===== src/rtl/core_sequencer.sv =====
// -----------------------------------------------------------------------------
// core_sequencer
//
// Multi-cycle sequencer for the 9-bit core. Owns the program counter, holds
// instruction decode off (init) whenever the core is not executing, and
// qualifies register-file (commit_en) and data-memory (mem_en) side effects so
// every instruction commits exactly once. Loads are stretched by MEM_LAT extra
// cycles. start/done handshake plus a saturating retired-instruction counter.
//
// Optional feature macro: SEQ_WATCHDOG_EN
//   Defined   -> per-run cycle watchdog of WATCHDOG_LIMIT cycles; on expiry the
//                run is forced to DONE with timeout=1.
//   Undefined -> no watchdog logic, timeout tied to 0.
//
// Ports
//   clk            in   clock, rising edge
//   rst_n          in   asynchronous active-low reset
//   start          in   one-cycle pulse, begins a run at PC 0 (IDLE/DONE only)
//   instruction    in   instruction word at pc (combinational fetch)
//   mem_read       in   decoded load
//   mem_write      in   decoded store
//   branch         in   decoded branch
//   branch_taken   in   ALU branch condition
//   branch_target  in   PC when the branch is taken
//   pc             out  registered program counter
//   init           out  decode hold-off, 1 whenever not executing
//   commit_en      out  register-write qualifier
//   mem_en         out  data-memory access qualifier
//   done           out  run finished (registered, sticky)
//   instr_count    out  retired instructions this run (saturating)
//   timeout        out  watchdog fired (registered, sticky)
//
// Handshake: start is sampled only in IDLE or DONE; a start seen there moves
// to EXEC on that edge, clearing pc, instr_count and done. done stays high
// until the next accepted start.
// -----------------------------------------------------------------------------
module core_sequencer #(
  parameter int          PC_W           = 10,
  parameter int          MEM_LAT        = 2,
  parameter logic [8:0]  HALT_INSTR     = 9'h1FF,
  parameter int          WATCHDOG_LIMIT = 4096
) (
  input  logic            clk,
  input  logic            rst_n,
  input  logic            start,
  input  logic [8:0]      instruction,
  input  logic            mem_read,
  input  logic            mem_write,
  input  logic            branch,
  input  logic            branch_taken,
  input  logic [PC_W-1:0] branch_target,
  output logic [PC_W-1:0] pc,
  output logic            init,
  output logic            commit_en,
  output logic            mem_en,
  output logic            done,
  output logic [15:0]     instr_count,
  output logic            timeout
);

  typedef enum logic [1:0] {
    S_IDLE     = 2'd0,
    S_EXEC     = 2'd1,
    S_MEM_WAIT = 2'd2,
    S_DONE     = 2'd3
  } state_t;

  // Load wait counter preset: the EXEC cycle is the first of 1+MEM_LAT.
  localparam logic [3:0] WCNT_INIT = (MEM_LAT > 0) ? 4'(MEM_LAT - 1) : 4'd0;
  localparam bit         HAS_LAT   = (MEM_LAT > 0);

  state_t          state_q, state_d;
  logic [PC_W-1:0] pc_q, pc_d;
  logic [15:0]     cnt_q, cnt_d;
  logic            done_q, done_d;
  logic [3:0]      wcnt_q, wcnt_d;
  logic            wd_fire;
  logic            running;
  logic            start_ok;
  logic [15:0]     cnt_inc;

  assign running  = (state_q == S_EXEC) || (state_q == S_MEM_WAIT);
  assign start_ok = start && ((state_q == S_IDLE) || (state_q == S_DONE));
  assign cnt_inc  = (cnt_q == 16'hFFFF) ? cnt_q : cnt_q + 16'd1;

  always_comb begin
    state_d   = state_q;
    pc_d      = pc_q;
    cnt_d     = cnt_q;
    done_d    = done_q;
    wcnt_d    = wcnt_q;
    init      = 1'b1;
    commit_en = 1'b0;
    mem_en    = 1'b0;
    case (state_q)
      S_IDLE, S_DONE: begin
        if (start) begin
          state_d = S_EXEC;
          pc_d    = '0;
          cnt_d   = '0;
          done_d  = 1'b0;
        end
      end
      S_EXEC: begin
        init = 1'b0;
        if (wd_fire) begin
          // Watchdog expiry: abandon the instruction with no side effect.
          state_d = S_DONE;
          done_d  = 1'b1;
        end else if (instruction == HALT_INSTR) begin
          state_d = S_DONE;
          done_d  = 1'b1;
        end else if (mem_read && HAS_LAT) begin
          mem_en  = 1'b1;
          wcnt_d  = WCNT_INIT;
          state_d = S_MEM_WAIT;
        end else begin
          commit_en = 1'b1;
          mem_en    = mem_read | mem_write;
          cnt_d     = cnt_inc;
          pc_d      = (branch && branch_taken) ? branch_target : pc_q + 1'b1;
        end
      end
      S_MEM_WAIT: begin
        init = 1'b0;
        if (wd_fire) begin
          state_d = S_DONE;
          done_d  = 1'b1;
        end else begin
          mem_en = 1'b1;
          if (wcnt_q != 4'd0) begin
            wcnt_d = wcnt_q - 4'd1;
          end else begin
            commit_en = 1'b1;
            pc_d      = pc_q + 1'b1;
            cnt_d     = cnt_inc;
            state_d   = S_EXEC;
          end
        end
      end
      default: begin
        state_d = S_IDLE;
      end
    endcase
  end

  always_ff @(posedge clk or negedge rst_n) begin
    if (!rst_n) begin
      state_q <= S_IDLE;
      pc_q    <= '0;
      cnt_q   <= '0;
      done_q  <= 1'b0;
      wcnt_q  <= '0;
    end else begin
      state_q <= state_d;
      pc_q    <= pc_d;
      cnt_q   <= cnt_d;
      done_q  <= done_d;
      wcnt_q  <= wcnt_d;
    end
  end

`ifdef SEQ_WATCHDOG_EN
  logic [31:0] wd_cnt_q;
  logic        timeout_q;

  // Fires in the WATCHDOG_LIMIT-th running cycle; the FSM leaves on that edge.
  assign wd_fire = running && (wd_cnt_q == 32'(WATCHDOG_LIMIT - 1));

  always_ff @(posedge clk or negedge rst_n) begin
    if (!rst_n) begin
      wd_cnt_q  <= '0;
      timeout_q <= 1'b0;
    end else if (start_ok) begin
      wd_cnt_q  <= '0;
      timeout_q <= 1'b0;
    end else if (running) begin
      wd_cnt_q <= wd_cnt_q + 32'd1;
      if (wd_fire) begin
        timeout_q <= 1'b1;
      end
    end
  end

  assign timeout = timeout_q;
`else
  assign wd_fire = 1'b0;
  assign timeout = 1'b0;
`endif

  assign pc          = pc_q;
  assign done        = done_q;
  assign instr_count = cnt_q;

endmodule


===== config.mk =====
export PLATFORM = sky130hd
export DESIGN_NAME = core_sequencer
export DESIGN_NICKNAME = d
export VERILOG_FILES = /design/src/rtl/core_sequencer.sv
export SDC_FILE = /design/constraint.sdc
export NUM_CORES = 1
export LEC_CHECK = 0
export ABC_AREA = 1
export CAP_MARGIN = 0
export CORE_ASPECT_RATIO = 0.7
export CORE_UTILIZATION = 50
export CTS_BUF_LIST = sky130_fd_sc_hd__clkbuf_8
export DETAILED_ROUTE_END_ITERATION = 6
export DONT_BUFFER_PORTS = 1
export MAX_ROUTING_LAYER = met4
export PLACE_DENSITY_LB_ADDON = 0.15
export SETUP_SLACK_MARGIN = 0.05
export SKIP_LAST_GASP = 1
export SYNTH_ARGS = -nofsm -noshare
export SYNTH_HDL_FRONTEND = slang
export SYNTH_SLANG_ARGS = --single-unit

===== constraint.sdc =====
create_clock -name clk -period 2.4 [get_ports clk]
set_input_delay 0.48 -clock clk [delete_from_list [all_inputs] [get_ports clk]]
set_output_delay 0.48 -clock clk [all_outputs]
set_load 0.05 [all_outputs]

=== Word level (Yosys, flattened, before mapping) ===
Index checks and enable logic that the tools add are counted.

* Flip-flop bits (word level): 33
* Input bits: 26
* Output and inout bits: 31
* Logic and storage cells: 65

* Bitwise gates (word level): 2
* Equal/unequal tests: 13
* Muxes and demuxes: 32
* Add/subtract/negate cells: 3
* Reduce and logical (&&, ||, !) cells: 10

{| class="wikitable"
|+ Operators by type and width
! operator !! number
|-
| $mux W16 || 5
|-
| $mux W10 || 5
|-
| $pmux W16 S3 || 1
|-
| $pmux W10 S3 || 1
|-
| $add A16 B1 Y16 const B || 1
|-
| $eq A16 B16 Y1 const B || 1
|-
| $mux W4 || 3
|-
| $add A10 B1 Y10 const B || 1
|-
| $ne A2 B2 Y1 const B || 5
|-
| $eq A9 B9 Y1 const B || 1
|-
| $mux W1 || 8
|-
| $mux W2 || 4
|-
| $pmux W4 S2 || 1
|-
| $reduce_and A4 Y1 || 2
|-
| $pmux W1 S2 || 3
|-
| $pmux W2 S3 || 1
|-
| $reduce_and A3 Y1 || 2
|-
| $eq A2 B2 Y1 const B || 2
|-
| $ne A2 B1 Y1 const B || 2
|-
| $reduce_bool A4 Y1 || 1
|-
| $reduce_or A2 Y1 || 2
|-
| $sub A4 B1 Y4 const B || 1
|-
| $ne A3 B2 Y1 const B || 1
|-
| $eq A2 B1 Y1 const B || 1
|-
| 5 further kinds || 5
|}

=== Logic depth before layout (Yosys ltp) ===
* Depth in word-level cells: 5
* Mapped depth: 12
* Gate-level depth less buffers: 10

=== Least setup slack after synthesis ===
Ideal clock, no wire load.

* Kind: register -> output
* Start: register state_q[0]
* End: output port commit_en
* Setup slack: -0.170 ns
* Path buffers: 2
* Arrival time: 2.090 ns
* Stages on the path, launching flop included: 6
* Data required time: 1.920 ns
* Cell sequence: dfrtp_1 > inv_1 > ha_1 > buf_6 > clkbuf_1 > a21oi_1

* Longest elaborated chain between the ends: 2
* Elaborated cells between the ends (all ways): 3
* Those cells by class: eq/ne: 2; mux: 1

{| class="wikitable"
|+ Ends and longest elaborated chain
! element !! RTL line !! text
|-
| start: declaration || 72 || <nowiki>state_t state_q, state_d;</nowiki>
|-
| start signal: assignment || 155 || <nowiki>state_q <= state_d;</nowiki>
|-
| $eq A2 B2 Y1 / $eq A2 B1 Y1 (equally long branches) || 95 || <nowiki>case (state_q)</nowiki>
|-
| $pmux W1 S2 * || 95 ||
|-
| end: declaration || 54 || <nowiki>output logic commit_en,</nowiki>
|}

Every way passes the cells marked *; elsewhere a longest branch is shown, timed or not.

=== Final worst setup path ===
Same ends and word-level chain as after synthesis.

==> impl_metrics.ini <==
[final_layout]
layout.nets = 393
antennaDiodeCount = 0
layout_cells_sized_above_1_pct = 14.88
final_cells = 418
postLayoutCoreUtil_pct = 59.91
layout-area-overhead-vs-synth_pct = 14.18
finalInstanceArea_um2 = 2609

[timing]
achievable-frequency_mhz = 453.9
layout_worst_path_cycle_share_pct = 91.79
setup_repair_after_global_routing_missed_its_margin = no
worst_pin_slew_ns = 0.5344
report.final.setup_viol = 0
relSlewSlack_pct = 64.37
final.setup_skew_ns = 0.003835
totalNegativeSetupSlack_ns = 0
whs_ns = 0.01592
hold_viol = 0
final_critical_path_setup_slack_ns = 0.1971
period_minus_slack_ns = 2.203
report.final.slew_viol_count = 0

[logic_synthesis]
synthCells = 333
synth_sequential_area_ratio_pct = 36.14
ys_ff_latch = 33
synth_enable_flop_cells = 0
yosys_most_used_dff = sky130_fd_sc_hd__dfrtp_1
syn_area_per_cell_um2 = 6.861
most_area_consuming_cells_after_synthesis = sky130_fd_sc_hd__dfrtp_1 (36%), sky130_fd_sc_hd__nand2_1 (23%), sky130_fd_sc_hd__nor2_1 (5.6%), sky130_fd_sc_hd__nand3_1 (5.5%), sky130_fd_sc_hd__xor2_1 (4.6%)
synth-warning-count = 0
synth.distinct_cells = 35
synth_area_leader_cell = sky130_fd_sc_hd__dfrtp_1
netlist_area_um2 = 2285
synthArstFlopShare_pct = 100.0
synth.net_count = 364
synth_commonest_cells = sky130_fd_sc_hd__nand2_1 (139), sky130_fd_sc_hd__nor2_1 (34), sky130_fd_sc_hd__dfrtp_1 (33), sky130_fd_sc_hd__inv_1 (27), sky130_fd_sc_hd__nand3_1 (25)
synthDominantCellAreaShare_pct = 36.14
leading_cell_type_by_number_of_instances_after_synthesis = sky130_fd_sc_hd__nand2_1

[grt]
antenna_found_initial = 0
grt_util_all_layers_pct = 24.70
grt_pass1_vias = 1757
grt_start_max_net_pins = 34
gr-total-overflow = 0
grt_first_pass_wirelength_um = 8604

[power_and_ir_drop]
p_per_area_nw_per_um2 = 1110
ir_worst_vdd_v = 0.0008326
leakage_nw = 1.341
report.power.total_mw = 2.896

[setup_path]
cp.required_ns = 1.92
worst_r2r_path_depth = 9
worstSetupPathType = reg2out
worst_r2r_startpoint = state_q[0]
cp-start-kind = flip-flop
setup.worst_path.end_class = primary output
critical_path_start = state_q[0]
cp.arrival_ns = 1.72
crit_path_max_fo = 17

[route]
drtAntennaViolNets = 0
route.final.wire_length_um = 5365
total_number_of_vias = 2140
number_of_drc_violations_after_detailed_routing_iteration_0 = 163
via_per_inst = 5.120
detail_route.wl_per_cell_um = 12.83
post_route_drc = 0
drt-pass1-iter-count = 4

[die]
core_ar_um2 = 4354
die_width_um = 82.80
die_area_um2 = 4848
io_pins = 57
rows = 20
die_h_um = 58.56
initial_util_pct = 52.47

[placement]
numPortBuffers = 0
pre_cts_slack_ns = 0.4434
post_dp_hpwl_um = 3993
gpl.final_weighted_congestion = 0.8366
dp.cells = 409
placement.cell_area_um2 = 2506

[clock_tree]
cts-root-to-sink-buffers = 2
ctsHoldBuffers = 1
post_cts_setup_bufs = 0
clock_tree.root_cell = sky130_fd_sc_hd__clkbuf_8
cts_inserted_buffers = 5
htree_levels = 2
insertion_delay_ns = 0.28
clkSlewWorstSetupHoldPaths_ns = 0.07
clock-sinks = 33
clock_tree_from_tritoncts = done
cts_resized = 0

[job]
drv_cap = 0

[worst_hold_path]
hold_path.class = in2async

[run_status]
status = finished clean
## cells in the final DEF, fill, tap and decap left out
cell type / synthesis / final
sky130_fd_sc_hd__buf_4: 2 / 28
sky130_fd_sc_hd__xor2_1: 12 / 12
sky130_fd_sc_hd__ha_1: 5 / 5
sky130_fd_sc_hd__nand4_4: 1 / 1
sky130_fd_sc_hd__inv_1: 27 / 28
sky130_fd_sc_hd__nor2_1: 34 / 34
sky130_fd_sc_hd__a21oi_1: 2 / 2
sky130_fd_sc_hd__dfrtp_1: 33 / 33
sky130_fd_sc_hd__and2_1: 1 / 1
sky130_fd_sc_hd__a22o_1: 1 / 1
sky130_fd_sc_hd__nor3_2: 1 / 1
sky130_fd_sc_hd__nor3b_1: 1 / 1
sky130_fd_sc_hd__inv_4: 1 / 1
sky130_fd_sc_hd__o21ai_1: 1 / 1
sky130_fd_sc_hd__o21bai_1: 1 / 1
sky130_fd_sc_hd__nand2_4: 1 / 1
sky130_fd_sc_hd__buf_12: 0 / 1
sky130_fd_sc_hd__nor3_1: 1 / 1
sky130_fd_sc_hd__o22ai_1: 1 / 1
sky130_fd_sc_hd__xnor2_1: 2 / 2
sky130_fd_sc_hd__o21ai_0: 15 / 15
sky130_fd_sc_hd__nor2_4: 1 / 1
sky130_fd_sc_hd__nand2_2: 3 / 3
sky130_fd_sc_hd__clkinv_2: 0 / 2
sky130_fd_sc_hd__conb_1: 1 / 1
sky130_fd_sc_hd__nand2_1: 139 / 139
sky130_fd_sc_hd__nand3_1: 25 / 25
sky130_fd_sc_hd__a21oi_4: 1 / 1
sky130_fd_sc_hd__nand4_1: 5 / 5
sky130_fd_sc_hd__nor2_8: 1 / 1
sky130_fd_sc_hd__nor2_2: 6 / 6
sky130_fd_sc_hd__inv_2: 1 / 1
sky130_fd_sc_hd__nand3b_1: 1 / 1
sky130_fd_sc_hd__clkbuf_8: 0 / 5
sky130_fd_sc_hd__nand3_2: 1 / 1
## cells by family after synthesis
logic type / Yosys count / synth area share (%)
compound gates: 22 / 5.641
xor+xnor: 14 / 5.367
fa+ha+maj: 5 / 2.738
buf+inv: 36 / 7.393
flops: 33 / 36.14
other cells: 1 / 0.1641
simple gates: 222 / 42.55
## layer usage
metal,routed length (um),up-vias,track usage (%)
li1,-,1092,-
met1,2789,967,39.29
met5,0,-,-
met2,2155,76,30.56
met4,30,0,6.158
met3,390,5,5.581
## worst max-delay path, stage by stage, from the launching register on
cell,delay [ns]
sky130_fd_sc_hd__dfrtp_1,0.38
sky130_fd_sc_hd__inv_1,0.05
sky130_fd_sc_hd__ha_1,0.33
sky130_fd_sc_hd__buf_4,0.27
sky130_fd_sc_hd__a21oi_1,0.18
sky130_fd_sc_hd__buf_4,0.22
## area by class of cell
| type | count | area (um2) |
|---|---|---|
| clock buffers | 5 | 68.82 |
| clock inverters | 3 | 13.76 |
| fillers | 405 | 1745 |
| inverters | 29 | 111.4 |
| multi-input cells | 264 | 1290 |
| flip-flops and latches | 33 | 825.8 |
| well taps | 55 | 68.82 |
| repair buffers | 29 | 230.2 |
## state kept, by name, indices dropped and copies added, names as in the netlist
register     count
done             1
instr_count     16
pc              10
state_q          2
wcnt_q           4
## power breakdown
group | total (mW) | internal, mW | leakage, nW | switching [mW]
clock network | 0.400 | 0.197 | 0.0491 | 0.204
logic | 1.71 | 0.452 | 0.843 | 1.26
registers | 0.782 | 0.675 | 0.449 | 0.107
total | 2.90 | 1.32 | 1.34 | 1.57
## worst paths after layout
| check | to | slack [ns] |
|---|---|---|
| min | instr_count[9] | 0.02 |
| max | commit_en | 0.20 |
| max in group asynchronous | instr_count[0] | 2.20 |
| min in group clk | pc[8] | 0.40 |
| max reg2reg | pc[0] | 0.42 |
| min reg2reg | state_q[1] | 0.53 |
Note: power is estimated with default switching activity, not from simulation.
